`config.mk`:
```
export PLATFORM = sky130hd
export DESIGN_NAME = audio_note_sequencer
export DESIGN_NICKNAME = d
export VERILOG_FILES = /design/src/rtl/audio_note_sequencer.sv
export SDC_FILE = /design/constraint.sdc
export NUM_CORES = 1
export LEC_CHECK = 0
export CAP_MARGIN = 20
export CORE_ASPECT_RATIO = 0.5
export CORE_MARGIN = 3
export CORE_UTILIZATION = 45
export CTS_BUF_LIST = sky130_fd_sc_hd__clkbuf_8
export CTS_CLUSTER_SIZE = 8
export DETAILED_ROUTE_END_ITERATION = 12
export PLACE_DENSITY_LB_ADDON = 0.08
export SLEW_MARGIN = 20
export SYNTH_ARGS = -nofsm -noshare
export SYNTH_HDL_FRONTEND = slang
export SYNTH_SLANG_ARGS = --single-unit
export TNS_END_PERCENT = 100
```
`constraint.sdc`:
```
create_clock -name clock -period 7 [get_ports clock]
set_input_delay 1.4 -clock clock [delete_from_list [all_inputs] [get_ports clock]]
set_output_delay 1.4 -clock clock [all_outputs]
set_load 0.005 [all_outputs]
```
`src/rtl/audio_note_sequencer.sv`:
```
// Generic synchronous FIFO: DEPTH words of W bits, DEPTH a power of two.
// Latency: a pushed word appears at rdata on the cycle after its push edge.
// Backpressure: none internal; caller pushes when full only together with a pop.
// Ports: clock/reset (sync, active-low), flush, push, pop, wdata -> rdata, count, full, empty.
module sync_fifo #(
  parameter int W     = 32,
  parameter int DEPTH = 8
) (
  input  logic                   clock,
  input  logic                   reset,
  input  logic                   flush,
  input  logic                   push,
  input  logic                   pop,
  input  logic [W-1:0]           wdata,
  output logic [W-1:0]           rdata,
  output logic [$clog2(DEPTH):0] count,
  output logic                   full,
  output logic                   empty
);
  localparam int AW = $clog2(DEPTH);
  localparam int CW = AW + 1;

  logic [W-1:0]  mem [DEPTH];
  logic [AW-1:0] wr_ptr;
  logic [AW-1:0] rd_ptr;

  always_ff @(posedge clock) begin
    if (push && !flush) mem[wr_ptr] <= wdata;
  end

  // Pointers wrap naturally because DEPTH is a power of two.
  always_ff @(posedge clock) begin
    if (!reset || flush) begin
      wr_ptr <= '0;
      rd_ptr <= '0;
      count  <= '0;
    end else begin
      if (push) wr_ptr <= wr_ptr + AW'(1);
      if (pop)  rd_ptr <= rd_ptr + AW'(1);
      case ({push, pop})
        2'b10:   count <= count + CW'(1);
        2'b01:   count <= count - CW'(1);
        default: count <= count;
      endcase
    end
  end

  assign rdata = mem[rd_ptr];
  assign full  = (count == CW'(DEPTH));
  assign empty = (count == '0);
endmodule

// Note sequencer: queues note commands and plays them as a square-wave duty value.
// Latency: write into empty FIFO at edge k -> LOAD after k+1 -> amplitude on duty_cycle after k+2.
// Backpressure: none; writes to a full FIFO are dropped (sticky overflow) unless a pop frees a slot.
// Ports: clock, reset (sync, active-low), wr_en/wr_data (amp[31:22], half[21:12], dur[11:0]), abort,
//        duty_cycle, sample_tick, note_done, busy, full, fifo_count, overflow.
module audio_note_sequencer #(
  parameter int FIFO_DEPTH     = 8,
  parameter int SAMPLE_DIV     = 1042,
  parameter int TICKS_PER_UNIT = 64
) (
  input  logic                        clock,
  input  logic                        reset,
  input  logic                        wr_en,
  input  logic [31:0]                 wr_data,
  input  logic                        abort,
  output logic [9:0]                  duty_cycle,
  output logic                        sample_tick,
  output logic                        note_done,
  output logic                        busy,
  output logic                        full,
  output logic [$clog2(FIFO_DEPTH):0] fifo_count,
  output logic                        overflow
);
  localparam int DW = $clog2(SAMPLE_DIV);
  localparam int SW = $clog2(TICKS_PER_UNIT + 1);

  typedef enum logic [1:0] {IDLE, LOAD, PLAY} state_t;
  state_t state, state_nxt;

  logic [DW-1:0] div_cnt;
  logic [9:0]    amp;
  logic [9:0]    half;
  logic [11:0]   dur;
  logic [9:0]    half_cnt;
  logic [11:0]   unit_cnt;
  logic [SW-1:0] sub_cnt;
  logic          phase;
  logic          pop;
  logic          push;
  logic          done_nxt;
  logic          fifo_empty;
  logic [31:0]   head;

  // A write is taken when there is room, or when this cycle's pop makes room.
  assign push = wr_en && !abort && (!full || pop);

  sync_fifo #(.W(32), .DEPTH(FIFO_DEPTH)) u_fifo (
    .clock (clock),
    .reset (reset),
    .flush (abort),
    .push  (push),
    .pop   (pop),
    .wdata (wr_data),
    .rdata (head),
    .count (fifo_count),
    .full  (full),
    .empty (fifo_empty)
  );

  always_ff @(posedge clock) begin
    if (!reset) state <= IDLE;
    else        state <= state_nxt;
  end

  always_comb begin
    state_nxt = state;
    pop       = 1'b0;
    done_nxt  = 1'b0;
    case (state)
      IDLE: begin
        if (!fifo_empty) begin
          pop       = 1'b1;
          state_nxt = LOAD;
        end
      end
      LOAD: begin
        if (dur == '0) begin
          // Zero-length note retires straight from LOAD.
          done_nxt = 1'b1;
          if (!fifo_empty) begin
            pop       = 1'b1;
            state_nxt = LOAD;
          end else begin
            state_nxt = IDLE;
          end
        end else begin
          state_nxt = PLAY;
        end
      end
      PLAY: begin
        // Last tick of the last unit: the unit counter is about to reach 0.
        if (sample_tick && sub_cnt <= SW'(1) && unit_cnt <= 12'd1) begin
          done_nxt = 1'b1;
          if (!fifo_empty) begin
            pop       = 1'b1;
            state_nxt = LOAD;
          end else begin
            state_nxt = IDLE;
          end
        end
      end
      default: state_nxt = IDLE;
    endcase
    if (abort) begin
      state_nxt = IDLE;
      pop       = 1'b0;
      done_nxt  = 1'b0;
    end
  end

  always_ff @(posedge clock) begin
    if (!reset) begin
      amp       <= '0;
      half      <= '0;
      dur       <= '0;
      half_cnt  <= '0;
      unit_cnt  <= '0;
      sub_cnt   <= '0;
      phase     <= 1'b0;
      note_done <= 1'b0;
      overflow  <= 1'b0;
    end else begin
      note_done <= done_nxt;
      if (abort)                      overflow <= 1'b0;
      else if (wr_en && full && !pop) overflow <= 1'b1;
      if (pop) {amp, half, dur} <= head;
      if (state == LOAD) begin
        half_cnt <= half;
        unit_cnt <= dur;
        sub_cnt  <= SW'(TICKS_PER_UNIT);
        phase    <= 1'b1;
      end else if (state == PLAY && sample_tick) begin
        // A count of 1 means the half-period ends on this tick; 0 (rest) holds.
        if (half_cnt == 10'd1) begin
          phase    <= ~phase;
          half_cnt <= half;
        end else if (half_cnt != '0) begin
          half_cnt <= half_cnt - 10'd1;
        end
        if (sub_cnt <= SW'(1)) begin
          sub_cnt <= SW'(TICKS_PER_UNIT);
          if (unit_cnt != '0) unit_cnt <= unit_cnt - 12'd1;
        end else begin
          sub_cnt <= sub_cnt - SW'(1);
        end
      end
    end
  end

  // Divider restarts in LOAD so every note starts on a full sample period.
  always_ff @(posedge clock) begin
    if (!reset || state == LOAD)                div_cnt <= '0;
    else if (div_cnt == DW'(SAMPLE_DIV - 1))    div_cnt <= '0;
    else                                        div_cnt <= div_cnt + DW'(1);
  end

  assign sample_tick = (div_cnt == DW'(SAMPLE_DIV - 1));
  assign busy        = (state != IDLE);
  assign duty_cycle  = (state == PLAY && phase && half != '0) ? amp : 10'd0;
endmodule

```
Yosys cells after proc, flatten, opt, wreduce, memory -nomap -nowiden
Memories as Yosys holds them, arrays and structs flattened. A register that Yosys moved wholly into a read port is not among the register bits.
Cells that the tools add are included.
W data, S select, Z words.
{"block": "word_totals", "wordCells": 103, "ff_bits": 55, "romBits": 0, "latch_bits": 0, "n_memories": 1, "in_bits": 36, "ram_bits": 256}
{"block": "op_classes", "shifts": 0, "n_lt_le_gt_ge": 2, "mul": 0, "bitwise": 2, "reduce_logical": 38, "n_div": 0, "eq_ne": 9, "mux": 31, "n_addsub": 8}
{"name": "u_fifo.mem", "depth": 8, "width": 32, "read_ports": 1, "rd_clocked_by_memory_dff": 1, "write_ports": 1, "line": "23", "text": "logic [W-1:0] mem [DEPTH];"}
{"operator": "$mux W10", "count": 5}
{"operator": "$mux W12", "count": 4}
{"operator": "$mux W7", "count": 3}
{"operator": "$reduce_bool A10 Y1", "count": 2}
{"operator": "$le A12 B1 Y1 const B", "count": 1}
{"operator": "$logic_not A12 Y1", "count": 1}
{"operator": "$mux W1", "count": 12}
{"operator": "$reduce_bool A12 Y1", "count": 1}
{"operator": "$reduce_bool A2 Y1", "count": 6}
{"operator": "$sub A12 B1 Y12 const B", "count": 1}
{"operator": "$add A11 B1 Y11 const B", "count": 1}
{"operator": "$eq A11 B11 Y1 const B", "count": 1}
{"operator": "$eq A10 B1 Y1 const B", "count": 1}
{"operator": "$logic_and A1 B1 Y1", "count": 10}
{"operator": "$sub A10 B1 Y10 const B", "count": 1}
{"operator": "$pmux W4 S2", "count": 1}
{"operator": "$le A7 B1 Y1 const B", "count": 1}
{"operator": "$sub A7 B1 Y7 const B", "count": 1}
{"operator": "$add A3 B1 Y3 const B", "count": 2}
{"operator": "$mux W2", "count": 3}
{"operator": "$pmux W2 S3", "count": 1}
{"operator": "$reduce_and A2 Y1", "count": 3}
{"operator": "$reduce_or A2 Y1", "count": 3}
{"operator": "$logic_not A1 Y1", "count": 5}
{"operator": "14 further kinds", "count": 20}

Depth between registers and ports, before layout
{"block": "depth", "word_depth": 11, "mapped_depth": 13, "ltp_nobuf": 13}

By module
A second synthesis with hierarchy kept.
{"block": "unflattened", "cells_unflattened": 925, "hier_area_um2": 14412.6}
{"module": "sync_fifo", "area_each_um2": 10415.0, "cells_each": 445, "instances": 1}
{"module": "audio_note_sequencer", "area_each_um2": 3997.6, "cells_each": 480, "instances": 1}

Worst setup path before layout
Ideal clock, no wire load.
{"block": "synth_path", "path_kind": "input to register", "startpoint": "in wr_en", "endpoint": "mem u_fifo.mem[2][0], enable pin", "cell_stages": 3, "arrival_time_ps": 5241, "path_slack_ps": 1246, "setup_time_ps": 513, "path_cell_list": "nor2b_1 o21ai_1 nor4b_1"}
{"block": "synth_via", "elab_chain_len": 5}
{"element": "from (decl)", "line": "65", "text": "input logic wr_en,"}
{"element": "$logic_and A1 B1 Y1 (2 in series)", "line": "97", "text": "assign push = wr_en && !abort && (!full || pop);"}
{"element": "$logic_and A1 B1 Y1", "line": "28", "text": "if (push && !flush) mem[wr_ptr] <= wdata;"}
{"element": "$mux W1", "line": "28"}
{"element": "$mux W1 (implied by the code)", "line": "28"}
{"element": "to (decl)", "line": "23"}
No other way between the ends.

Worst setup path in the final report
{"block": "layout_path", "startpoint": "reg state[0]", "endpoint": "out duty_cycle[2]"}
{"block": "layout_via", "elab_chain_len": 4}
{"element": "from (decl)", "line": "80", "text": "state_t state, state_nxt;"}
{"element": "from (signal assigned)", "line": "114", "text": "else state <= state_nxt;"}
{"element": "$eq A2 B2 Y1", "line": "211", "text": "assign duty_cycle = (state == PLAY && phase && half != '0) ? amp : 10'd0;"}
{"element": "$logic_and A1 B1 Y1 (2 in series)", "line": "211"}
{"element": "$mux W10", "line": "211"}
{"element": "to (decl)", "line": "68", "text": "output logic [9:0] duty_cycle,"}
No other way between the ends.

==> metrics.md <==
| Metric | Value |
|---|---|
| Status | complete, no violations |
| R2r setup slk | 3.42 ns |
| Routed len/inst | 20.14 um |
| Clk_skew | 0.03549 ns |
| Yosys cell types | 66 |
| Top cells by count, synth | edfxtp_1, dfxtp_1, mux4_2, nand2_1, nor2_1 |
| Clk_lat worst skew | 0.59 ns |
| Root Driver | clkbuf_8 |
| Max Cap Violations | 0 |
| Crit path launch type | register |
| H-Tree Level Count | 2 |
| Worst-margin pin slew | 1.003 ns |
| Post-CTS sizing | 0 |
| FF+latch count, synth | 343 |
| Worst EP arrival | 2.75 ns |
| Main area contributors after synthesis | edfxtp_1, dfxtp_1, mux4_2 |
| Post-detailed-route via-to-cell ratio | 5.537 |
| Placed cells | 1327 |
| Sw Pwr | 0.9195 mW |
| Clk pwr share | 36.2% |
| Slew headroom | 33.13% |
| Final Core Density | 53.41% |
| Most numerous cell in the Yosys netlist | edfxtp_1 |
| Nets | 1019 |
| Initial Utilization | 47.03% |
| Die area | 0.03341 mm^2 |
| Crit path time final | 4.151 ns |
| Setup Buffers After CTS | 0 |
| Final non-filler cell total | 1410 |
| # setup viols final | 0 |
| Setup ws final | 2.849 ns |
| Family with the most delay on the worst path | compound AO/OA/AOI/OAI gates |
| Pwr Density | 249.1 mW/mm^2 |
| Adder-cell share of the synthesized area | 1.662% |
| Simple-gate share of the synthesized area | 7.325% |
| First-pass GRT wire length | 44940 um |
| Vias | 7807 |
| EDFF count, synth | 256 |
| Syn avg cell area | 15.75 um^2 |
| Detail Placement HPWL | 16110 um |
| Hold Buf Count CTS | 0 |
| Core Area | 0.02978 mm^2 |
| IO Count | 55 |
| DR pass1 iterations | 5 |
| Area of the multi-input gates | 0.004368 mm^2 |
| Worst Path Buf+Inv | 2 |
| Crit-path max FO | 10 |
| Sequential area share after synthesis | 67.32% |
| Kind of critical path | register to output port |
| Final Cycle Share | 59.30% |
| CTS max path bufs | 3 |
| DRC errors left | 0 |
| CP endpoint kind | output port |
| Main combinational cell family by area after synthesis | multiplexers |
| Fmax | 240.9 MHz |
| Post-route ant nets | 0 |
| Pre-CTS setup slack | 3.140 ns |
| Post-route cell area | 0.01591 mm^2 |
| Syn Nets | 943 |
| Ys Warns | 0 |
| Peak VDD IR | 0.1322 mV |
| Placer's final routability congestion estimate | 0.7951 |
| Power Total | 3.963 mW |
| Clock Sinks | 343 |
| Largest stage delay, worst path | 0.69 ns |
| TritonCTS clock tree | done |
| RSZ-0062 raised after global routing | false |
| DR iter-0 viols | 583 |
| # rows | 44 |
| Type of the worst min-delay path | register to register |
| XOR/XNOR share of the synthesized area | 1.688% |
| Fin. max-slew vios | 0 |
| FF/Latch Area | 0.009435 mm^2 |
| Power share of the combinational group | 6.9% |
| Pleak | 5.516 nW |
| Setup TNS | 0 ns |
| Mux contribution to synthesized area | 12.94% |
| Die Height | 130.8 um |
| Data required time at the worst endpoint | 5.60 ns |
| Vias in the first global route | 7932 |
| Crit-path slowest cell | a31oi_1 |
| Pin count of the biggest net entering global routing | 70 |
| Synth Instances | 889 |
| Complex-gate fraction of the synthesized area | 7.182% |
| Chip Width | 255.5 um |
| Critical Path, Cell by Cell | inv_1, ha_1, nand2_1, a31oi_1, and2_1, clkdlybuf4s50_1 |
| Drt total wl | 28400 um |
| Total Routing Usage GR | 17.40% |
| Fillers | 2460 |
| Hold_ws | 0.4719 ns |
| Fraction of layout cells with a size suffix above 1 | 15.78% |
| Most used DFF post-synth | edfxtp_1 |
| Switch share | 23.20% |
| Synthesized cell area | 0.01401 mm^2 |
| Area Overhead vs Synth | 13.57% |
| Yosys top cell by area | edfxtp_1 |
| Hold Fails Final Rpt | 0 |
| Synth top area share | 54.89% |
| Input/output buffers | 54 |
| Dpl cell area | 0.01503 mm^2 |
| Worst-path clk slew | 0.07 ns |
| Internal Pwr Total | 3.043 mW |
| CTS Buf Count | 50 |
| Sequential share of power | 56.9% |
| Grt total ovfl | 0 |
| Initial antenna violation count | 1 |
| Share of synthesized registers carrying an async set or reset | 0% |
-- power groups by stage --
stage / Sequential [mW] / Clock (mW) / Combinational (mW)
final: 2.25 / 1.44 / 0.273
after CTS: 2.25 / 1.49 / 0.275
after floorplan: 2.29 / 0 / 0.187
after detailed placement: 2.30 / 0 / 0.273
after global routing: 2.26 / 1.58 / 0.307
after global placement: 2.30 / 0 / 0.269
-- registers in the layout, summed over array words and instances (netlist names), 2 cells and up --
register,count
half_cnt,10
u_fifo.rd_ptr,3
unit_cnt,12
amp,10
half,10
u_fifo.count,4
u_fifo.wr_ptr,3
state,2
sub_cnt,7
u_fifo.mem,256
div_cnt,11
dur,12
-- cell type report --
type	count	share of cell area, %
well taps	414	3.257
inverters	19	0.4484
repair buffers	68	4.012
flip-flops and latches	343	59.32
diodes	1	0.01573
clock inverters	28	0.8181
multi-input cells	483	27.46
clock buffers	54	4.672
-- placed cells by master (no fill, tap or decap), drive strengths merged, types with 16 or more instances in the layout --
cell type and instances:
clkdlybuf4s50 53, mux2i 36, xnor2 17, o21ai 29, a21oi 28, clkbuf 54, ha 17, nor2 45
o211a 34, nand2 55, nand3 17, edfxtp 256, nor3 18, mux4 64, inv 44, dfxtp 87
and2 16
-- cell families after synthesis --
group / count (synthesis)
DFF: 343
and+or+nand+nor: 200
AOI/OAI and AO/OA: 137
muxes: 101
buffers and inverters: 63
xor gates and xnor gates: 27
adders and majority gates: 18
-- worst register-to-register path, cell delays in order (launching register included) --
cell,delay (ns)
dfxtp_1,0.35
nor4_1,0.63
o2111a_1,0.41
nand4b_1,0.28
a21oi_2,0.46
o21ai_1,0.26
nor4b_2,0.27
buf_4,0.51
-- worst paths after layout --
check | from | endpoint | depth (start not counted)
worst min-delay path | overflow | overflow | 1
worst max-delay path | state[0] | duty_cycle[2] | 6
worst min register to register | overflow | overflow | 1
worst max register to register | unit_cnt[4] | u_fifo.mem[1][11] | 7
-- per-layer routing --
metal | up-vias | track usage, % | routed length (um)
met5 | - | 0 | 0
met3 | 52 | 3.678 | 1346
li1 | 3623 | - | -
met1 | 3961 | 25.09 | 13810
met4 | 0 | 5.052 | 554
met2 | 171 | 27.07 | 12690
(Power assumes the default switching activity.)
